`config.mk`:
```
export PLATFORM = sky130hd
export DESIGN_NAME = instruction_fetch_unit_flat
export DESIGN_NICKNAME = d
export VERILOG_FILES = /design/src/rtl/instruction_fetch_unit_if.sv /design/src/rtl/instruction_fetch_unit.sv /design/src/flat_wrapper.sv
export SDC_FILE = /design/constraint.sdc
export NUM_CORES = 1
export LEC_CHECK = 0
export ABC_AREA = 1
export CORE_AREA = 2 2 205 207
export CTS_BUF_LIST = sky130_fd_sc_hd__clkbuf_8
export CTS_CLUSTER_SIZE = 20
export DETAILED_ROUTE_END_ITERATION = 8
export DIE_AREA = 0 0 207 209
export DONT_BUFFER_PORTS = 1
export PLACE_DENSITY_LB_ADDON = 0.25
export SYNTH_ARGS = -nofsm -noshare
export SYNTH_HDL_FRONTEND = slang
export SYNTH_SLANG_ARGS = --single-unit
```
`constraint.sdc`:
```
create_clock -name CLK -period 6.7 [get_ports CLK]
set_input_delay 0.67 -clock CLK [delete_from_list [all_inputs] [get_ports CLK]]
set_output_delay 0.67 -clock CLK [all_outputs]
set_load 0.03 [all_outputs]
```
`src/rtl/instruction_fetch_unit_if.sv`:
```
// Fetch-unit bus bundle: instruction-memory port, fetch control and the
// decode-side valid/ready handshake.
interface instruction_fetch_unit_if;
  logic [63:0] Address;
  logic [31:0] Data;
  logic        FetchEnable;
  logic        Redirect;
  logic [63:0] RedirectPC;
  logic        InstrValid;
  logic        InstrReady;
  logic [31:0] InstrOut;
  logic [63:0] PCOut;

  // Fetch unit side
  modport master (
    output Address, InstrValid, InstrOut, PCOut,
    input  Data, FetchEnable, Redirect, RedirectPC, InstrReady
  );

  // Memory / decode / control side
  modport slave (
    input  Address, InstrValid, InstrOut, PCOut,
    output Data, FetchEnable, Redirect, RedirectPC, InstrReady
  );
endinterface

```
`src/rtl/instruction_fetch_unit.sv`:
```
// Instruction fetch unit: owns the PC, waits out the memory read latency with
// a down-counter, buffers {pc, instr} pairs in a small FIFO for decode.
//
// state | meaning
// ------+-------------------------------------------------------------
// RUN   | counting down the read latency or capturing Data
// STALL | capture point reached with the FIFO full; Address held
// HALT  | FetchEnable low; pc and counter frozen, decode keeps draining
module instruction_fetch_unit #(
  parameter logic [63:0] PC_RESET   = 64'h0,
  parameter int          MEM_WAIT   = 1,
  parameter int          FIFO_DEPTH = 2
) (
  input logic                      CLK,
  input logic                      Reset,
  instruction_fetch_unit_if.master bus
);

  localparam int CW = (MEM_WAIT < 1) ? 1 : $clog2(MEM_WAIT + 1);
  localparam int PW = (FIFO_DEPTH < 2) ? 1 : $clog2(FIFO_DEPTH);
  localparam int NW = $clog2(FIFO_DEPTH + 1);
  localparam logic [CW-1:0] WAIT_RELOAD = CW'(MEM_WAIT);
  localparam logic [NW-1:0] DEPTH_N     = NW'(FIFO_DEPTH);
  localparam logic [PW-1:0] LAST_PTR    = PW'(FIFO_DEPTH - 1);

  typedef enum logic [1:0] {RUN, STALL, HALT} state_t;

  state_t          state, state_nxt;
  logic [63:0]     pc, pc_nxt;
  logic [CW-1:0]   wait_cnt, wait_nxt;
  logic [63:0]     fifo_pc    [FIFO_DEPTH];
  logic [31:0]     fifo_instr [FIFO_DEPTH];
  logic [PW-1:0]   rd_ptr, wr_ptr;
  logic [NW-1:0]   count;
  logic            head_valid, pop, push, flush, space;

  function automatic logic [PW-1:0] next_ptr(input logic [PW-1:0] p);
    return (p == LAST_PTR) ? '0 : p + PW'(1);
  endfunction

  assign head_valid     = (count != '0);
  assign pop            = head_valid && bus.InstrReady;
  // A pop on the same edge frees a slot, so a full FIFO need not stall.
  assign space          = (count < DEPTH_N) || pop;
  assign bus.Address    = pc;
  assign bus.InstrValid = head_valid;
  assign bus.InstrOut   = head_valid ? fifo_instr[rd_ptr] : '0;
  assign bus.PCOut      = head_valid ? fifo_pc[rd_ptr]    : '0;

  // Next-state, next-pc and latency counter; redirect overrides everything.
  always_comb begin
    state_nxt = state;
    pc_nxt    = pc;
    wait_nxt  = wait_cnt;
    push      = 1'b0;
    flush     = 1'b0;
    if (bus.Redirect) begin
      flush     = 1'b1;
      pc_nxt    = {bus.RedirectPC[63:2], 2'b00};
      wait_nxt  = WAIT_RELOAD;
      state_nxt = bus.FetchEnable ? RUN : HALT;
    end else if (!bus.FetchEnable) begin
      state_nxt = HALT;
    end else begin
      case (state)
        RUN: begin
          if (wait_cnt != '0) begin
            wait_nxt = wait_cnt - CW'(1);
          end else if (space) begin
            push     = 1'b1;
            pc_nxt   = pc + 64'd4;
            wait_nxt = WAIT_RELOAD;
          end else begin
            state_nxt = STALL;
          end
        end
        STALL: begin
          if (space) begin
            push      = 1'b1;
            pc_nxt    = pc + 64'd4;
            wait_nxt  = WAIT_RELOAD;
            state_nxt = RUN;
          end
        end
        HALT: begin
          // Address may have been idle long enough, but Data is re-waited anyway.
          wait_nxt  = WAIT_RELOAD;
          state_nxt = RUN;
        end
        default: state_nxt = RUN;
      endcase
    end
  end

  // Control state, pc, counter and FIFO bookkeeping.
  always_ff @(posedge CLK or posedge Reset) begin
    if (Reset) begin
      state    <= RUN;
      pc       <= PC_RESET;
      wait_cnt <= WAIT_RELOAD;
      rd_ptr   <= '0;
      wr_ptr   <= '0;
      count    <= '0;
    end else begin
      state    <= state_nxt;
      pc       <= pc_nxt;
      wait_cnt <= wait_nxt;
      if (flush) begin
        rd_ptr <= '0;
        wr_ptr <= '0;
        count  <= '0;
      end else begin
        if (push) wr_ptr <= next_ptr(wr_ptr);
        if (pop)  rd_ptr <= next_ptr(rd_ptr);
        if (push && !pop)      count <= count + NW'(1);
        else if (!push && pop) count <= count - NW'(1);
      end
    end
  end

  // FIFO storage; contents are qualified by count so they need no reset.
  always_ff @(posedge CLK) begin
    if (push) begin
      fifo_pc[wr_ptr]    <= pc;
      fifo_instr[wr_ptr] <= bus.Data;
    end
  end

endmodule

```
`src/flat_wrapper.sv`:
```
// flat-port wrapper written by rule: the top's interface ports become plain ports
module instruction_fetch_unit_flat 
#(
  parameter logic [63:0] PC_RESET   = 64'h0,
  parameter int          MEM_WAIT   = 1,
  parameter int          FIFO_DEPTH = 2
)
  (CLK, Reset, bus_Address, bus_InstrValid, bus_InstrOut, bus_PCOut, bus_Data, bus_FetchEnable, bus_Redirect, bus_RedirectPC, bus_InstrReady);
  instruction_fetch_unit_if bus_i ();
  input logic CLK;
  input logic Reset;
  output wire logic [$bits(bus_i.Address)-1:0] bus_Address;
  output wire logic [$bits(bus_i.InstrValid)-1:0] bus_InstrValid;
  output wire logic [$bits(bus_i.InstrOut)-1:0] bus_InstrOut;
  output wire logic [$bits(bus_i.PCOut)-1:0] bus_PCOut;
  input wire logic [$bits(bus_i.Data)-1:0] bus_Data;
  input wire logic [$bits(bus_i.FetchEnable)-1:0] bus_FetchEnable;
  input wire logic [$bits(bus_i.Redirect)-1:0] bus_Redirect;
  input wire logic [$bits(bus_i.RedirectPC)-1:0] bus_RedirectPC;
  input wire logic [$bits(bus_i.InstrReady)-1:0] bus_InstrReady;
  assign bus_Address = bus_i.Address;
  assign bus_InstrValid = bus_i.InstrValid;
  assign bus_InstrOut = bus_i.InstrOut;
  assign bus_PCOut = bus_i.PCOut;
  assign bus_i.Data = bus_Data;
  assign bus_i.FetchEnable = bus_FetchEnable;
  assign bus_i.Redirect = bus_Redirect;
  assign bus_i.RedirectPC = bus_RedirectPC;
  assign bus_i.InstrReady = bus_InstrReady;
  instruction_fetch_unit #(.PC_RESET(PC_RESET), .MEM_WAIT(MEM_WAIT), .FIFO_DEPTH(FIFO_DEPTH)) u_core (.CLK(CLK), .Reset(Reset), .bus(bus_i));
endmodule
```
==> flow_summary_export.csv, run 1 <==
group,metric,value,unit
grt,grt_overflow,0,
logic_synthesis,syn_inst,1323,
drt,ant_nets,0,
timing,skew,0.0200,ns
clock_network,clk_pin_slew,0.06,ns
timing,finalSetupViolCount,0,
floorplan,die_h,209,µm
final_layout,area_growth,10.9,%
drt,route.detailed.wl_per_inst,20.3,µm
final_layout,layout_common_cells,"476 x nand2_1, 188 x edfxtp_1, 141 x nor2_1",
grt,antenna_found_initial,5,
worst_hold_path,min_path_type,"primary input to register",
critical_path,crit_fanout,97,
timing,drv_slew,0,
status,outcome,"completed",
grt,grt_pass1_wl,57400,µm
critical_path,required,6.03,ns
clock_network,cts_setup_buffers,0,
floorplan,rows,75,
clock_network,cts_root_buf,"clkbuf_8",
drt,drtIter0Drc,700,
critical_path,path_cells,"buf_4, clkinv_2, buf_4, nand2_1, a21oi_1",
placed_design,hpwl,26200,µm
critical_path,critPathKind,"register to output pin",
floorplan,die_area,43300,µm²
clock_network,cts_max_path_buffers,3,
floorplan,start_util,29.4,%
logic_synthesis,synth_top_area_share,46.5,%
logic_synthesis,ys_types,36,
grt,grt_pass1_vias,9107,
drt,drc,0,
floorplan,io_pins,262,
critical_path,end_kind,"output pin",
timing,tns,0,ns
final_layout,final_common_cell,"nand2_1",
grt,grt_usage,17.5,%
logic_synthesis,synth-seq-area-share,60.7,%
timing,rsz0062_at_grt,"no",
timing,slew_headroom,20.0,%
clock_network,ctsHtreeMaxLevel,2,
drt,via_count,9218,
clock_network,cts.sinks,257,
final_layout,drive_gt1_share,6.41,%
grt,grt_max_degree,98,
clock_network,cts_tree,"built",
critical_path,slowest_delay,0.82,ns
logic_synthesis,syn_area,12100,µm²
logic_synthesis,yosys-top-cells-area,"edfxtp_1 47%, nand2_1 15%, dfrtp_1 14%, a21oi_1 4.6%, nor2_1 4.4%",
logic_synthesis,ys_warn_count,0,
final_layout,fin_nets,1434,
critical_path,cp_common_cell,"buf_4",
drt,dr.pass1.iters,5,
floorplan,die_w,207,µm
critical_path,crit_slowest_cell,"buf_4",
pwr,powerDensity,337,nW/µm²
flow_run,maxCapViolations,0,
critical_path,start_kind,"register",
pwr,peakVddDrop,0.239,mV
drt,vias_per_cell,4.86,
timing,finalCriticalPeriod,3.98,ns
logic_synthesis,synth.ff_latch_count,257,
timing,fmax,251,MHz
timing,min_period_over_period,59.4,%
pwr,leakage,4.99,nW
clock_network,clk_latency,0.60,ns
clock_network,cts_buffers,45,
timing,hold_viol_final,0,
drt,drt-total-wl,38400,µm
critical_path,critPathArrivalTime,3.31,ns
timing,worstMarginPinSlew,1.20,ns
placed_design,port_buffers,0,
pwr,power,0.00454,W
floorplan,coreArea,41300,µm²
logic_synthesis,syn_area_per_cell,9.17,µm²
placed_design,gp_congestion,0.892,
logic_synthesis,yosys.area.top_type,"edfxtp_1",
-- synthesized netlist by cell type --
cell and instances:
nand2_1 476, edfxtp_1 188, nor2_1 143, a21oi_1 111, inv_1 74, nand3_1 72
dfrtp_1 68, clkbuf_1 28, o21ai_0 21, o21bai_1 19, xor2_1 18, nand4_1 14
buf_1 13, o211ai_1 11, nor2_4 8, buf_2 7, xnor2_1 7, buf_4 6
nor3_1 6, ha_1 5, nor2_2 5, nand3b_1 4, nand3_2 3, o22ai_1 3
buf_6 2, a22oi_1 1, a31oi_1 1, and2_1 1, conb_1 1, dfstp_2 1
inv_2 1, nand2_2 1, nor3b_1 1, nor4_1 1, o21ai_1 1, o311ai_0 1
-- area by class of cell --
class	count	area, µm²
multi-input cells	938	4260
well taps	539	674
repair buffers	11	85.1
clock inverters	31	160
diodes	1	2.50
clock buffers	45	619
flip-flops and latches	257	7380
inverters	75	283
fillers	4295	27800
-- timing repair --
item | in CTS | in global routing
hold buffers | 1 | 0
endpoints found under the hold margin | 16 | 0
gates resized for setup | 0 | 0
endpoints found under the setup margin | 0 | 0
-- state kept, by name (all words and copies together), names as in the netlist --
register            count
u_core.bus.Address     62
u_core.fifo_instr      64
u_core.rd_ptr           1
u_core.wr_ptr           1
u_core.fifo_pc        124
u_core.wait_cnt         1
u_core.count            2
u_core.state            2
-- final timing paths --
| check | from | end | slack, ns | cells past startpoint |
|---|---|---|---|---|
| min in group asynchronous | Reset | u_core.bus.Address[44] | 0.53 | 2 |
| worst max-delay path | u_core.rd_ptr | bus_PCOut[58] | 2.72 | 5 |
| worst min-delay path | bus_FetchEnable | u_core.state[1] | 0.16 | 1 |
| max in group asynchronous | Reset | u_core.rd_ptr | 4.97 | 3 |
| worst max register to register | u_core.state[1] | u_core.bus.Address[60] | 3.77 | 10 |
| worst min register to register | u_core.state[1] | u_core.state[1] | 0.52 | 2 |
-- kinds of logic after synthesis --
| group | count (synthesis) | synth area share (%) |
|---|---|---|
| and+or+nand+nor | 735 | 24.8 |
| DFF | 257 | 60.7 |
| AOI/OAI and AO/OA | 169 | 7.68 |
| buffers and inverters | 131 | 4.43 |
| xor gates and xnor gates | 25 | 1.80 |
| adders and majority gates | 5 | 0.515 |
| other | 1 | 0.0309 |
-- power breakdown --
group / switching, W / leakage, nW / internal (W) / total, W
Combinational: 0.000986 / 2.02 / 0.000188 / 0.00117
Sequential: 0.000247 / 2.53 / 0.00180 / 0.00205
Clock: 0.000653 / 0.445 / 0.000662 / 0.00132
Total: 0.00189 / 4.99 / 0.00265 / 0.00454
-- metrics by stage --
step                      worst slack, ns  hold WS [ns]  area (µm²)  utilization [%]  cells
after floorplan                     0.867         0.467       12100                -   1326
after detailed placement             3.29         0.518       12700             30.7   1819
after global routing                 2.47         0.118       13500             32.6   1896
after global placement               3.33         0.491       12700             30.7   1819
final                                2.72         0.158       13500             32.6   1897
after CTS                            2.63         0.103       13500             32.6   1896
-- critical path: cells and delay by family (launching register included) --
kind	cells	cell delay (ns)
flip-flops	1	0.46
AND/OR/NAND/NOR	1	0.13
AO/OA/AOI/OAI	1	0.62
buffers and inverters	3	1.40
-- metal layers --
| metal | track usage (%) | part of all wire, % |
|---|---|---|
| met1 | 21.8 | 42 |
| met2 | 28.1 | 47 |
| met3 | 5.83 | 7.9 |
| met4 | 6.40 | 3.0 |
| met5 | 0 | 0.078 |
(Power assumes the default switching activity.)
==> run 2, diff against run 1 <==
--- a/config.mk
+++ b/config.mk
@@ -5,12 +5,12 @@
 export SDC_FILE = /design/constraint.sdc
 export NUM_CORES = 1
 export LEC_CHECK = 0
-export ABC_AREA = 1
-export CORE_AREA = 2 2 205 207
+export ABC_AREA = 0
+export CORE_AREA = 2 2 198 200
 export CTS_BUF_LIST = sky130_fd_sc_hd__clkbuf_8
 export CTS_CLUSTER_SIZE = 20
 export DETAILED_ROUTE_END_ITERATION = 8
-export DIE_AREA = 0 0 207 209
+export DIE_AREA = 0 0 200 202
 export DONT_BUFFER_PORTS = 1
 export PLACE_DENSITY_LB_ADDON = 0.25
 export SYNTH_ARGS = -nofsm -noshare
==> constraint.sdc (replaced) <==
create_clock -name CLK -period 3.4 [get_ports CLK]
set_input_delay 0.34 -clock CLK [delete_from_list [all_inputs] [get_ports CLK]]
set_output_delay 0.34 -clock CLK [all_outputs]
set_load 0.03 [all_outputs]
==> run 2 against run 1 <==
Effect of this change: utilization rose by 4.3 points; area after synthesis decreased by 6.3%; synthesized cell count down 33%; via count is 17% lower; die area shrank 6.6%; worst setup slack worse by 2.1 ns; power up 81%; flip-flop and latch count is the same; sequential power up 82%; clock-buffer cell count rose by 1; register-to-register slack worse by 3.1 ns; largest cell class unchanged.
==> flow_summary_export.csv, run 2 <==
group,metric,value,unit
final_layout,largest-register,"u_core.fifo_pc",
timing,skew,0.0450,ns
critical_path,startpoint,"u_core.bus.Address[14]",
clock_network,cts_tree,"built",
critical_path,crit_slowest_cell,"dfrtp_1",
critical_path,critPathKind,"register to register",
timing,rsz0062_at_grt,"no",
flow_run,maxCapViolations,0,
clock_network,cts_setup_buffers,0,
critical_path,start_kind,"register",
clock_network,cts_buffers,46,
timing,hold_viol_final,0,
pwr,peakVddDrop,0.337,mV
critical_path,required,3.91,ns
floorplan,io_pins,262,
status,outcome,"completed",
logic_synthesis,ys.flop_type,"edfxtp_1",
grt,grt_pass1_vias,7654,
timing,drv_slew,0,
grt,grt_overflow,0,
logic_synthesis,synth_top_area_share,49.6,%
critical_path,reg2reg_slack,0.63,ns
floorplan,coreArea,38300,µm²
drt,drtIter0Drc,317,
logic_synthesis,ys_warn_count,0,
placed_design,gp_congestion,0.731,
final_layout,seqCellArea,7380,µm²
drt,drt-total-wl,31600,µm
final_layout,fin_nets,1136,
pwr,leakage,4.80,nW
logic_synthesis,post-synth-top-count-cell,"edfxtp_1",
grt,grt_usage,15.5,%
drt,drc,0,
final_layout,final_common_cell,"edfxtp_1",
clock_network,cts_root_buf,"clkbuf_8",
clock_network,clk_latency,0.62,ns
drt,vias_per_cell,4.81,
critical_path,path_cells,"nand4_1, nor3_4, nand4_4, or4_1, a31oi_1",
placed_design,port_buffers,0,
floorplan,die_h,202,µm
grt,grt_max_degree,95,
grt,antenna_found_initial,8,
timing,finalSetupViolCount,0,
drt,route.detailed.wl_per_inst,19.8,µm
clock_network,post_cts_resized,0,
logic_synthesis,netlist_top_cells_count,"188 x edfxtp_1, 140 x nor2_1, 95 x mux2i_1, 68 x dfrtp_1, 59 x nand2_1",
critical_path,crit_fanout,13,
timing,fmax,360,MHz
logic_synthesis,synth.ff_latch_count,257,
final_layout,layout_common_cells,"188 x edfxtp_1, 139 x nor2_1, 98 x dlygate4sd3_1",
grt,grt_pass1_wl,47000,µm
clock_network,cts.sinks,257,
floorplan,die_area,40400,µm²
final_layout,n_fill_cell,3737,
final_layout,area_growth,24.0,%
critical_path,crit_cells,5,
timing,worstMarginPinSlew,1.04,ns
logic_synthesis,async_flop_share,26.8,%
pwr,powerDensity,582,nW/µm²
critical_path,crit_end,"u_core.bus.Address[59]",
final_layout,final_core_util,36.9,%
timing,finalCriticalPeriod,2.77,ns
clock_network,clk_pin_slew,0.06,ns
logic_synthesis,syn_area_per_cell,12.8,µm²
drt,dr.pass1.iters,4,
floorplan,die_w,200,µm
timing,slew_headroom,30.8,%
floorplan,start_util,29.7,%
final_layout,drive_gt1_share,11.2,%
drt,ant_nets,0,
clock_network,hold_buffers,99,
logic_synthesis,synth-seq-area-share,64.8,%
logic_synthesis,syn_inst,890,
critical_path,path_buf_inv,0,
clock_network,cts_max_path_buffers,3,
critical_path,reg2reg_to,"u_core.bus.Address[59]",
drt,via_count,7652,
floorplan,rows,72,
final_layout,multiInputGateArea,3790,µm²
critical_path,r2r_cells,5,
clock_network,ctsHtreeMaxLevel,2,
critical_path,critPathArrivalTime,3.29,ns
logic_synthesis,syn_area,11400,µm²
pwr,power,0.00821,W
critical_path,slowest_delay,0.63,ns
logic_synthesis,synth_enable_flop_cells,188,
critical_path,reg2reg_from,"u_core.bus.Address[14]",
timing,min_period_over_period,81.6,%
logic_synthesis,yosys.area.top_type,"edfxtp_1",
logic_synthesis,ys_types,56,
logic_synthesis,yosys-top-cells-area,"edfxtp_1 50%, dfrtp_1 15%, mux2i_1 8.4%, nor2_1 4.6%, nand2_1 1.9%",
worst_hold_path,min_path_type,"primary input to register",
placed_design,hpwl,20400,µm
critical_path,critPathTopFamily,"simple AND/OR/NAND/NOR gates",
critical_path,end_kind,"register",
final_layout,largest_reg_flops,124,
[run 2: changes by cell type in the layout (fill, tap and decap cells not counted), moves of 10 or more]
cell and delta:
a21oi_1 -105, a31oi_1 +22, and3_1 +10, buf_4 +20, dlygate4sd3_1 +97, inv_1 -62
mux2i_1 +95, nand2_1 -417, nand3_1 -50, nor2_4 -10, o21ai_0 +15, o21bai_1 -19
o31ai_1 +18, or4_1 +21
[run 2: worst min-delay path by stage]
stage	cells past startpoint	start	to	slack [ns]
floorplan	1	bus_FetchEnable	u_core.state[1]	0.42
CTS	2	bus_Redirect	u_core.bus.Address[52]	0.007
global route	2	bus_Redirect	u_core.bus.Address[52]	0.02
finish	2	bus_Redirect	u_core.bus.Address[52]	0.06
detailed placement	1	bus_Redirect	u_core.rd_ptr	0.42
global placement	1	bus_Redirect	u_core.rd_ptr	0.42
[run 2: layer usage]
metal	part of all wire, %	wire (µm)	vias up	track usage [%]
li1	-	-	3631	-
met1	42	13300	3717	19.1
met2	46	14600	255	24.8
met3	9.9	3120	47	6.34
met4	1.8	576	2	4.87
met5	0.041	13	-	0
[run 2: stage by stage]
stage / TNS [ns] / setup WS [ns] / hold WS, ns / instance area (µm²) / std cells
floorplan: -21.20 / -0.226 / 0.418 / 11400 / 893
global placement: 0 / 0.679 / 0.425 / 12200 / 1401
detailed placement: 0 / 0.651 / 0.424 / 12200 / 1401
CTS: 0 / 0.640 / 0.00749 / 14100 / 1585
global route: 0 / 0.488 / 0.0206 / 14100 / 1591
finish: 0 / 0.625 / 0.0605 / 14100 / 1592
[run 2: kinds of logic (layout without fill, tap and decap cells)]
| logic type | after synthesis | count (layout) | share of synthesized area (%) |
|---|---|---|---|
| compound gates | 103 | 103 | 5.77 |
| xor+xnor | 33 | 33 | 2.54 |
| flops | 257 | 257 | 64.8 |
| simple gates | 336 | 336 | 15.6 |
| buf+inv | 59 | 233 | 2.27 |
| fa+ha+maj | 5 | 5 | 0.550 |
| mux | 96 | 96 | 8.46 |
| other cells | 1 | 11 | 0.0330 |
[run 2: cell type report]
class	instances	share of cell area, %
Tap cell	518	4.59
Timing Repair Buffer	136	9.74
Inverter	12	0.328
Multi-Input combinational cell	577	26.9
Clock buffer	46	4.49
Clock inverter	39	1.59
Sequential cell	257	52.3
Antenna cell	7	0.124
[run 2: power by group]
| group | switching (W) | total [W] | internal [W] |
|---|---|---|---|
| sequential | 0.000262 | 0.00374 | 0.00348 |
| combinational | 0.00126 | 0.00171 | 0.000455 |
| clock | 0.00133 | 0.00275 | 0.00142 |
| total | 0.00285 | 0.00821 | 0.00536 |
==> run 3, diff against run 2 <==
==> constraint.sdc (replaced) <==
create_clock -name CLK -period 2.4 [get_ports CLK]
set_input_delay 0.24 -clock CLK [delete_from_list [all_inputs] [get_ports CLK]]
set_output_delay 0.24 -clock CLK [all_outputs]
set_load 0.03 [all_outputs]
==> run 3 against run 2 <==
Effect of this change: design area up 7.7%; clock skew down 0.014 ns; utilization up 2.9 points; worst setup slack worse by 0.54 ns; power up 52%; critical endpoint is now bus_PCOut[11]; global-route usage up 0.36 points; clock power up 52%; die area unchanged; routed wire length up 3.0%; via count up 4.6%; clock-buffer cell count up 7.
==> flow_summary_export.csv, run 3 (synthesized netlist as in run 2, its figures left out) <==
group,metric,value,unit
worst_hold_path,min_path_type,"primary input to register",
timing,slew_headroom,58.9,%
grt,antenna_found_initial,5,
timing,fmax,431,MHz
drt,dr.pass1.iters,4,
floorplan,coreArea,38300,µm²
clock_network,cts_root_buf,"clkbuf_8",
pwr,powerDensity,819,nW/µm²
final_layout,drive_gt1_share,21.8,%
drt,route.detailed.wl_per_inst,19.0,µm
pwr,p_sw_share,33.0,%
final_layout,layout_common_cells,"188 x edfxtp_1, 150 x buf_4, 131 x nor2_1",
clock_network,cts_buffers,46,
clock_network,cts_max_path_buffers,3,
pwr,pwr-share-seq,40.8,%
critical_path,critPathArrivalTime,2.08,ns
final_layout,final_core_util,39.7,%
drt,ant_nets,0,
critical_path,critPathKind,"register to output pin",
final_layout,final_cell_area,15200,µm²
timing,min_period_over_period,96.7,%
grt,grt_pass1_wl,48400,µm
timing,worstMarginPinSlew,0.615,ns
floorplan,die_area,40400,µm²
timing,hold_slack,0.0599,ns
critical_path,start_kind,"register",
pwr,clockPowerShare,33.7,%
clock_network,clk_latency,0.60,ns
final_layout,area_growth,33.6,%
pwr,internal_power,0.00834,W
placed_design,placed_area,13100,µm²
clock_network,cts_tree,"built",
floorplan,io_pins,262,
pwr,power,0.0124,W
final_layout,n_fill_cell,3665,
final_layout,fin_nets,1261,
clock_network,clk_pin_slew,0.06,ns
drt,drt-total-wl,32500,µm
timing,finalCriticalPeriod,2.32,ns
final_layout,largest-register,"u_core.fifo_pc",
critical_path,crit_fanout,37,
clock_network,cts.sinks,257,
drt,vias_per_cell,4.68,
clock_network,ctsHtreeMaxLevel,2,
floorplan,rows,72,
timing,finalSetupViolCount,0,
grt,grt_pass1_vias,8205,
floorplan,start_util,29.7,%
placed_design,port_buffers,0,
pwr,leakage,5.49,nW
drt,drc,0,
pwr,combPwrFrac,25.5,%
timing,setup_slack,0.0802,ns
pwr,power_switching,0.00410,W
drt,via_count,8004,
critical_path,end_kind,"output pin",
flow_run,maxCapViolations,0,
floorplan,die_w,200,µm
placed_design,dp_slack,-0.0689,ns
pwr,peakVddDrop,0.568,mV
placed_design,hpwl,21700,µm
drt,drtIter0Drc,434,
critical_path,required,2.16,ns
timing,skew,0.0306,ns
grt,grt_usage,15.9,%
final_layout,largest_reg_flops,124,
timing,hold_viol_final,0,
grt,grt_max_degree,91,
timing,drv_slew,0,
grt,grt_overflow,0,
floorplan,die_h,202,µm
status,outcome,"completed",
final_layout,final_common_cell,"edfxtp_1",
placed_design,gp_congestion,0.768,
-- run 3: cell types whose count changed in the layout (fill, tap and decap cells not counted), moves of 5 or more --
cell,change
clkbuf_8,+7
buf_4,+120
clkinv_2,-5
nor2_2,+8
clkinv_1,-8
nor2_1,-8
-- run 3: metal layers --
layer / share of wire, % / wire [µm] / global-route usage [%] / vias up
met5: 0.11 / 35 / 0 / -
met4: 2.5 / 802 / 5.74 / 6
met3: 10 / 3380 / 6.61 / 60
met2: 45 / 14700 / 25.1 / 267
met1: 42 / 13700 / 19.4 / 3806
li1: - / - / - / 3865
-- run 3: stage by stage --
step / TNS [ns] / instances
finish: 0 / 1712
floorplan: -119.56 / 893
global placement: -0.0556 / 1517
global route: -0.0199 / 1711
CTS: 0 / 1701
detailed placement: -0.300 / 1517
-- run 3: worst max-delay path, stage by stage (launching register included) --
cell	delay, ns
dfrtp_4	0.57
buf_16	0.24
mux2i_1	0.17
nor2_1	0.47
-- run 3: path summary, 6_finish.rpt --
check,startpoint,end,slack [ns],cells past startpoint
max,u_core.rd_ptr,bus_PCOut[11],0.08,3
min,bus_Redirect,u_core.fifo_pc[0][27],0.06,2
max reg2reg,u_core.state[0],u_core.bus.Address[50],0.10,10
min reg2reg,u_core.wait_cnt,u_core.wait_cnt,0.58,2
max in group asynchronous,Reset,u_core.wait_cnt,1.66,3
min in group asynchronous,Reset,u_core.bus.Address[20],0.10,2
-- run 3: repair_timing --
action,4_1_cts,5_1_grt
gates resized for setup,2,15
setup buffers,0,7
hold buffers,100,0
setup endpoints to repair,8,26
pin swaps,1,5
hold endpoints to repair,201,0
gates cloned,0,1
-- run 3: cell type report --
class	instances	area [µm²]	share of cell area, %
inverters	12	46.3	0.304
clock inverters	31	216	1.42
clock buffers	53	729	4.80
multi-input cells	577	3840	25.3
diodes	3	7.51	0.0494
flip-flops and latches	257	7380	48.5
well taps	518	648	4.26
repair buffers	261	2340	15.4
-- run 3: power by group through the flow --
stage,clock network (W),logic (W),registers (W)
final,0.00419,0.00318,0.00508
after global routing,0.00453,0.00341,0.00510
after CTS,0.00435,0.00322,0.00508
after detailed placement,0,0.00303,0.00517
after global placement,0,0.00301,0.00516
after floorplan,0,0.00180,0.00536
